## src/rtl/pmod_buttons.sv

```systemverilog
// Debounced 8-button PMOD reader: 2-flop synchronizer, per-bit debounce counter,
// press/release pulses and a single-entry change snapshot with valid/ready handshake.
module pmod_buttons #(
   parameter int unsigned DEBOUNCE_CYCLES = 120000,
   parameter bit          ACTIVE_LOW      = 1'b1
) (
   input  logic       clk,
   input  logic       rst,
   inout  wire  [7:0] pmod,
   output logic [7:0] buttons,
   output logic [7:0] pressed,
   output logic [7:0] released,
   output logic       event_valid,
   output logic [7:0] event_data,
   output logic       event_overrun,
   input  logic       event_ready
);

   localparam int unsigned NB = 8;
   localparam int unsigned CW = $clog2(DEBOUNCE_CYCLES + 1);
   localparam logic [CW-1:0] LAST = CW'(DEBOUNCE_CYCLES - 1);
   localparam logic [NB-1:0] REL_LVL = ACTIVE_LOW ? {NB{1'b1}} : {NB{1'b0}};

   // Input-only connector: never driven.
   assign pmod = {NB{1'bz}};

   logic [NB-1:0]         sync1_q, sync2_q;
   logic [NB-1:0]         pin_p;
   logic [NB-1:0]         btn_q, btn_d;
   logic [NB-1:0][CW-1:0] cnt_q, cnt_d;
   logic [NB-1:0]         pressed_q, pressed_d;
   logic [NB-1:0]         released_q, released_d;
   logic                  ev_valid_q, ev_valid_d;
   logic [NB-1:0]         ev_data_q, ev_data_d;
   logic                  ev_ovr_q, ev_ovr_d;
   logic                  change;

   assign pin_p = ACTIVE_LOW ? ~sync2_q : sync2_q;

   // Per-bit debounce: count consecutive mismatching cycles, toggle on the last one.
   always_comb begin
      btn_d = btn_q;
      cnt_d = cnt_q;
      for (int i = 0; i < NB; i++) begin
         if (pin_p[i] == btn_q[i]) begin
            cnt_d[i] = '0;
         end else if (cnt_q[i] == LAST) begin
            cnt_d[i] = '0;
            btn_d[i] = ~btn_q[i];
         end else begin
            cnt_d[i] = cnt_q[i] + CW'(1);
         end
      end
      pressed_d  = btn_d & ~btn_q;
      released_d = ~btn_d & btn_q;
   end

   // Snapshot follows the pulses by one edge; a change always wins over a plain transfer.
   assign change = |(pressed_q | released_q);

   always_comb begin
      ev_valid_d = ev_valid_q;
      ev_data_d  = ev_data_q;
      ev_ovr_d   = ev_ovr_q;
      if (change) begin
         ev_valid_d = 1'b1;
         ev_data_d  = btn_q;
         ev_ovr_d   = ev_valid_q & ~event_ready;
      end else if (ev_valid_q && event_ready) begin
         ev_valid_d = 1'b0;
         ev_ovr_d   = 1'b0;
      end
   end

   always_ff @(posedge clk or posedge rst) begin
      if (rst) begin
         sync1_q    <= REL_LVL;
         sync2_q    <= REL_LVL;
         btn_q      <= '0;
         cnt_q      <= '0;
         pressed_q  <= '0;
         released_q <= '0;
         ev_valid_q <= 1'b0;
         ev_data_q  <= '0;
         ev_ovr_q   <= 1'b0;
      end else begin
         sync1_q    <= pmod;
         sync2_q    <= sync1_q;
         btn_q      <= btn_d;
         cnt_q      <= cnt_d;
         pressed_q  <= pressed_d;
         released_q <= released_d;
         ev_valid_q <= ev_valid_d;
         ev_data_q  <= ev_data_d;
         ev_ovr_q   <= ev_ovr_d;
      end
   end

   assign buttons       = btn_q;
   assign pressed       = pressed_q;
   assign released      = released_q;
   assign event_valid   = ev_valid_q;
   assign event_data    = ev_data_q;
   assign event_overrun = ev_ovr_q;

endmodule

```

## config.mk

```make
export PLATFORM = sky130hd
export DESIGN_NAME = pmod_buttons
export DESIGN_NICKNAME = d
export VERILOG_FILES = /design/src/rtl/pmod_buttons.sv
export SDC_FILE = /design/constraint.sdc
export NUM_CORES = 1
export LEC_CHECK = 0
export BUFFER_PORTS_ARGS = -buffer_cell sky130_fd_sc_hd__buf_4
export CORE_MARGIN = 3
export CORE_UTILIZATION = 50
export DETAILED_ROUTE_END_ITERATION = 10
export PLACE_DENSITY = 0.7
export SLEW_MARGIN = 20
export SYNTH_ARGS = -nofsm -noshare
export SYNTH_HDL_FRONTEND = slang
export SYNTH_SLANG_ARGS = --single-unit
```

## constraint.sdc

```tcl
create_clock -name clk -period 7.19 [get_ports clk]
set_clock_uncertainty 0.15 [all_clocks]
set_input_delay 2.157 -clock clk [delete_from_list [all_inputs] [get_ports clk]]
set_output_delay 2.157 -clock clk [all_outputs]
set_load 0.05 [all_outputs]
```

==> results of run 1 <==
## layout by cell type (no fill, tap or decap), types with 30 or more instances in the layout
cell       n
nand4_1   42
xor2_1    30
dfrtp_1  170
nor3_1    36
nand3_1   54
xnor2_1   93
nor4_1    43
nor2_1   145
nand2_1   37
buf_4     38
## metrics by stage
step	instance area, sq um	cells	util [%]	power, mW
after floorplan	8170	813	-	1.07
after global placement	8590	1041	54.1	1.09
after detailed placement	8600	1041	54.1	1.09
after CTS	9190	1073	57.9	2.01
after global routing	9210	1073	58.0	2.06
final	9210	1073	58.0	1.99
## worst max path at each step
stage / start / endpoint / cells after the start
final: buttons[7]$_DFF_PP0_ / buttons[7] / 1
after global routing: buttons[7]$_DFF_PP0_ / buttons[7] / 1
after CTS: buttons[7]$_DFF_PP0_ / buttons[7] / 1
after detailed placement: rst / buttons[6]$_DFF_PP0_ / 3
after global placement: rst / buttons[6]$_DFF_PP0_ / 3
after floorplan: rst / buttons[0]$_DFF_PP0_ / 1
## cell families (layout without fill, tap and decap cells)
kind of cell | count (synthesis) | after routing | share of synthesized area [%]
AO/OA/AOI/OAI | 24 | 24 | 2.01
adder cells (fa/ha/maj) | 8 | 8 | 1.23
AND/OR/NAND/NOR | 407 | 407 | 25.6
multiplexers | 14 | 14 | 1.85
other | 1 | 9 | 0.0461
flip-flops | 172 | 172 | 52.9
XOR/XNOR | 123 | 123 | 13.2
buffers and inverters | 56 | 100 | 3.06
## sequential cells by signal, indices dropped and copies added, names as in the netlist
name and flops:
buttons 8, sync2_q 1, event_valid 1, pressed 8
event_overrun 1, event_data 8, released 8, sync1_q 1
cnt_q 136
## worst reg2reg max path: stages, from the launching register on
cell and delay (ns):
dfrtp_1 0.39, nor4_1 0.70, nand4_1 0.97, mux2_2 0.60
## layout make-up
cell class / instances / share of cell area, %
clock buffers: 27 / 5.57
clock inverters: 5 / 0.870
inverters: 30 / 1.28
multi-input cells: 585 / 39.5
flip-flops and latches: 172 / 46.8
well taps: 216 / 2.93
repair buffers: 38 / 3.10
## power by group through the flow
stage	Clock (mW)	Combinational (mW)	Sequential [mW]
2_1_floorplan	0	0.0627	1.01
3_3_place_gp	0	0.0695	1.02
3_5_place_dp	0	0.0702	1.02
4_1_cts	0.939	0.0706	0.998
5_1_grt	0.983	0.0803	1.00
6_report	0.918	0.0688	0.999
## per-layer routing
metal  up-vias  global-route usage [%]
met4         0                    4.63
met3        11                    5.10
met5         -                       0
met1      2857                    26.2
li1       2855                       -
met2        92                    28.8
==> results.toml, run 1 <==
[pwr]
p_leak_nw = 3.74
ir_worst_vdd_uv = 179
p_switching_uw = 431
clkPwrFrac_pct = 46.2
powerDensity_nw_per_um2 = 216
power_frac_comb_pct = 3.5
seqPwrFrac_pct = 50.3
p_int_mw = 1.55
swShare_pct = 21.7

[clocking]
clkSinkCount = 172
clockBufferDepth = 2
clkLatencyLatePin_ns = 0.42
cts_hold_buf = 0
numCtsBuffers = 17
cts-resized-gates = 0
clk_pin_slew_worst_paths_ns = 0.06
h-tree-depth = 4
cts_root_buffer = "clkbuf_16"
cts_tree = "yes"
cts_setup_buffers = 0

[sta]
min_period_ns = 3.45
whs_ns = 0.205
worstMarginPinSlew_ns = 1.04
finalHoldViolCount = 0
setup_tns_ns = 0
max_freq_mhz = 290
final.setup.worst_slack_ns = 3.74
fin_crit_sh_pct = 48.0
slew_headroom_pct = 30.6
grt_setup_unrepaired = "false"
slew_viol_final = 0
setup_viol = 0

[synthesis]
synth_area_per_cell_sq_um = 10.1
synth.most_common_cell = "dfrtp_1"
synth_commonest_cells = "170 x dfrtp_1, 145 x nor2_1, 93 x xnor2_1"
synthTopCellsByArea = "dfrtp_1 52%, xnor2_1 10%, nor2_1 6.7%"
syn-cell-area_sq_um = 8140
synth_cell_type_count = 40
seq_area_frac_synth_pct = 52.9
synth_top_area_share_pct = 52.3
synthArstFlopShare_pct = 100
yosys_register_bits = 172
yosysWarnings = 0
synth-edff-count = 0
yosysTopAreaCell = "dfrtp_1"
syn_inst = 805
synth-main-ff-cell = "dfrtp_1"

[route]
wl_met2_microns = 7270
vias = 5815
dr.pass1.iters = 5
drtAntennaViolNets = 0
topRoutingLayerUsed = "met4"
drtIter0Drc = 371
drt-met1-wl_microns = 7550
wirelength_microns = 15600
wl_met3_microns = 646
via_per_inst = 5.42
wire_per_inst_microns = 14.5
drc = 0

[worst_setup_path]
rr_worst_depth = 3
max_stage_delay_ns = 0.47
worst-setup-path-type = "reg2out"
critPathMaxFanout = 6
cp_top_family = "flip-flops"
arrival_ns = 1.14
path_cells = "buf_4"
crit_slowest_cell = "dfrtp_1"
cp_num_buf_inv = 1
worst_r2r_startpoint = "released[0]$_DFF_PP0_"
r2r_slack_ns = 4.26
worstPathRequired_ns = 4.88
critPathCaptureType = "output port"
r2r-end = "event_data[3]$_DFFE_PP0P_"
cp-start-kind = "register"

[floorplan]
start_util_pct = 51.2
io_pins = 45
core_sq_um = 15900
die_area_sq_um = 17800
dieHeight_microns = 134
fp.dieW_microns = 134
rows = 46

[place]
hpwl_microns = 10200
place_ws_ns = 3.52
io_buffers = 36
gp_congestion = 0.853

[layout]
multi_input_area_sq_um = 3640
n_fill_cell = 1392
diodes = 0
fin_nets = 855
syn2layout_area_growth_pct = 13.2
regArea_sq_um = 4310
drive_gt1_share_pct = 9.92

[outcome]
outcome = "complete, no violations"

[global_route]
grt.total_usage_pct = 18.6
grt_pass1_wl_microns = 27100
antenna_found_initial = 0
grt_pass1_vias = 5630
grt_overflow = 0
grt_start_max_net_pins = 86

[worst_hold_path]
hold_class = "reg2reg"
whs_endpoint = "sync2_q[0]$_DFF_PP1_"
min_from = "sync1_q[0]$_DFF_PP1_"
hold_depth = 0

[job]
max_cap_viol_count = 0
Power figures use the tool's default switching activity.
==> run 2, diff against run 1 <==
clock period = 2.9 ns   (was 7.19 ns; I/O delays follow)
==> run 2 against run 1 <==
Compared with the run above:
- flip-flop and latch count stayed put
- worst setup slack worse by 3.1 ns
- sequential share of layout area is 0.42 points lower
- worst hold slack better by 0.0016 ns
- non-clock buffer count is 8 higher
- highest routed layer unchanged
- final cell count is 0.75% higher
- wire length is 3.2% lower
- count of clock-buffer cells in the layout is 6 lower
==> results.toml, run 2 (same netlist as run 1, synthesis figures left out) <==
[sta]
whs_ns = 0.207
max_freq_mhz = 440
slew_headroom_pct = 55.5
min_period_ns = 2.27
fin_crit_sh_pct = 78.3
setup_tns_ns = 0
worstMarginPinSlew_ns = 0.667
setup_viol = 0
grt_setup_unrepaired = "false"
final.setup.worst_slack_ns = 0.628
slew_viol_final = 0
finalHoldViolCount = 0

[worst_setup_path]
arrival_ns = 2.39
cp-start-kind = "register"
worstPathRequired_ns = 3.02
max_stage_delay_ns = 0.64
critPathMaxFanout = 17
critPathCaptureType = "register"
crit_slowest_cell = "o31ai_4"
worst-setup-path-type = "reg2reg"
path_cells = "ha_1, nand4_1, or2_1, o31ai_4, nor2_1"

[place]
gp_congestion = 0.818
place_ws_ns = 0.620
io_buffers = 36
hpwl_microns = 10200

[floorplan]
die_area_sq_um = 17800
rows = 46
dieHeight_microns = 134
io_pins = 45
start_util_pct = 51.2
fp.dieW_microns = 134
core_sq_um = 15900

[global_route]
grt_start_max_net_pins = 94
antenna_found_initial = 0
grt_pass1_vias = 5596
grt.total_usage_pct = 18.2
grt_overflow = 0
grt_pass1_wl_microns = 26700

[job]
max_cap_viol_count = 0

[pwr]
power_mw = 5.00
p_leak_nw = 3.78
powerDensity_nw_per_um2 = 538
ir_worst_vdd_uv = 444

[route]
dr.pass1.iters = 4
vias = 5739
drtAntennaViolNets = 0
wire_per_inst_microns = 14.0
wirelength_microns = 15100
drc = 0
drtIter0Drc = 323
via_per_inst = 5.31

[clocking]
clockBufferDepth = 2
cts_tree = "yes"
clk_pin_slew_worst_paths_ns = 0.06
h-tree-depth = 4
cts_root_buffer = "clkbuf_16"
clkSinkCount = 172
cts-resized-gates = 0
cts_hold_buf = 0
cts_setup_buffers = 0
numCtsBuffers = 17
clkLatencyLatePin_ns = 0.42

[outcome]
outcome = "complete, no violations"

[layout]
diodes = 0
final_cell_mix = "170 x dfrtp_1, 145 x nor2_1, 93 x xnor2_1"
drive_gt1_share_pct = 10.9
syn2layout_area_growth_pct = 14.2
final_common_cell = "dfrtp_1"
regMostFlops = "cnt_q"
largest_reg_flops = 136
fin_nets = 863

[worst_hold_path]
hold_class = "reg2reg"
==> run 2: cell count changes in the layout (fill, tap and decap cells not counted), moves of 2 or more <==
cell | previous run | this run
o31ai_4 | 3 | 1
clkbuf_1 | 5 | 2
o21ai_1 | 0 | 2
clkinvlp_4 | 2 | 5
buf_4 | 38 | 44
clkbuf_8 | 5 | 2
buf_12 | 0 | 2
o21ai_2 | 2 | 0
o31ai_2 | 0 | 2
==> run 2: layout make-up <==
class,count,area [sq um]
Fill cell,1372,6590
Sequential cell,172,4310
Multi-Input combinational cell,585,3610
Clock buffer,21,460
Timing Repair Buffer,46,370
Tap cell,216,270
Clock inverter,11,158
Inverter,30,116
==> run 2: critical path: cells and delay by family, from the launching register on <==
| family | cells | cell delay [ns] |
|---|---|---|
| AND/OR/NAND/NOR | 3 | 0.70 |
| AO/OA/AOI/OAI | 1 | 0.64 |
| flip-flops | 1 | 0.41 |
| adder cells (fa/ha/maj) | 1 | 0.23 |
==> run 2: through the flow <==
stage | instances | utilization (%) | area (sq um)
after floorplan | 813 | - | 8170
after global placement | 1049 | 54.6 | 8670
after detailed placement | 1049 | 54.6 | 8670
after CTS | 1081 | 58.5 | 9290
after global routing | 1081 | 58.5 | 9290
final | 1081 | 58.5 | 9290
==> run 2: power breakdown <==
part / switching [mW] / internal, mW / leakage (nW)
Sequential: 0.0440 / 2.43 / 2.37
Clock: 0.931 / 1.41 / 0.288
Combinational: 0.133 / 0.0471 / 1.12
Total: 1.11 / 3.89 / 3.78
==> run 2: worst paths after layout <==
path / from / to / slack (ns) / cells past startpoint
max reg2reg: cnt_q[102]$_DFF_PP0_ / cnt_q[114]$_DFF_PP0_ / 0.63 / 5
max in group asynchronous: rst / sync1_q[0]$_DFF_PP1_ / 1.74 / 3
min in group asynchronous: rst / cnt_q[43]$_DFF_PP0_ / 0.45 / 3
min: sync1_q[0]$_DFF_PP1_ / sync2_q[0]$_DFF_PP1_ / 0.21 / 0
min reg2reg: sync1_q[0]$_DFF_PP1_ / sync2_q[0]$_DFF_PP1_ / 0.21 / 0
max: cnt_q[102]$_DFF_PP0_ / cnt_q[114]$_DFF_PP0_ / 0.63 / 5
==> run 2: metal layers <==
layer  wire, microns  up-vias  global-route usage, %  share of wire, %
li1                -     2879                      -                 -
met1            7390     2745                   26.1                49
met2            7020      100                   28.1                47
met3             471       15                   3.70               3.1
met4             200        0                   5.43               1.3
met5               0        -                      0                 0
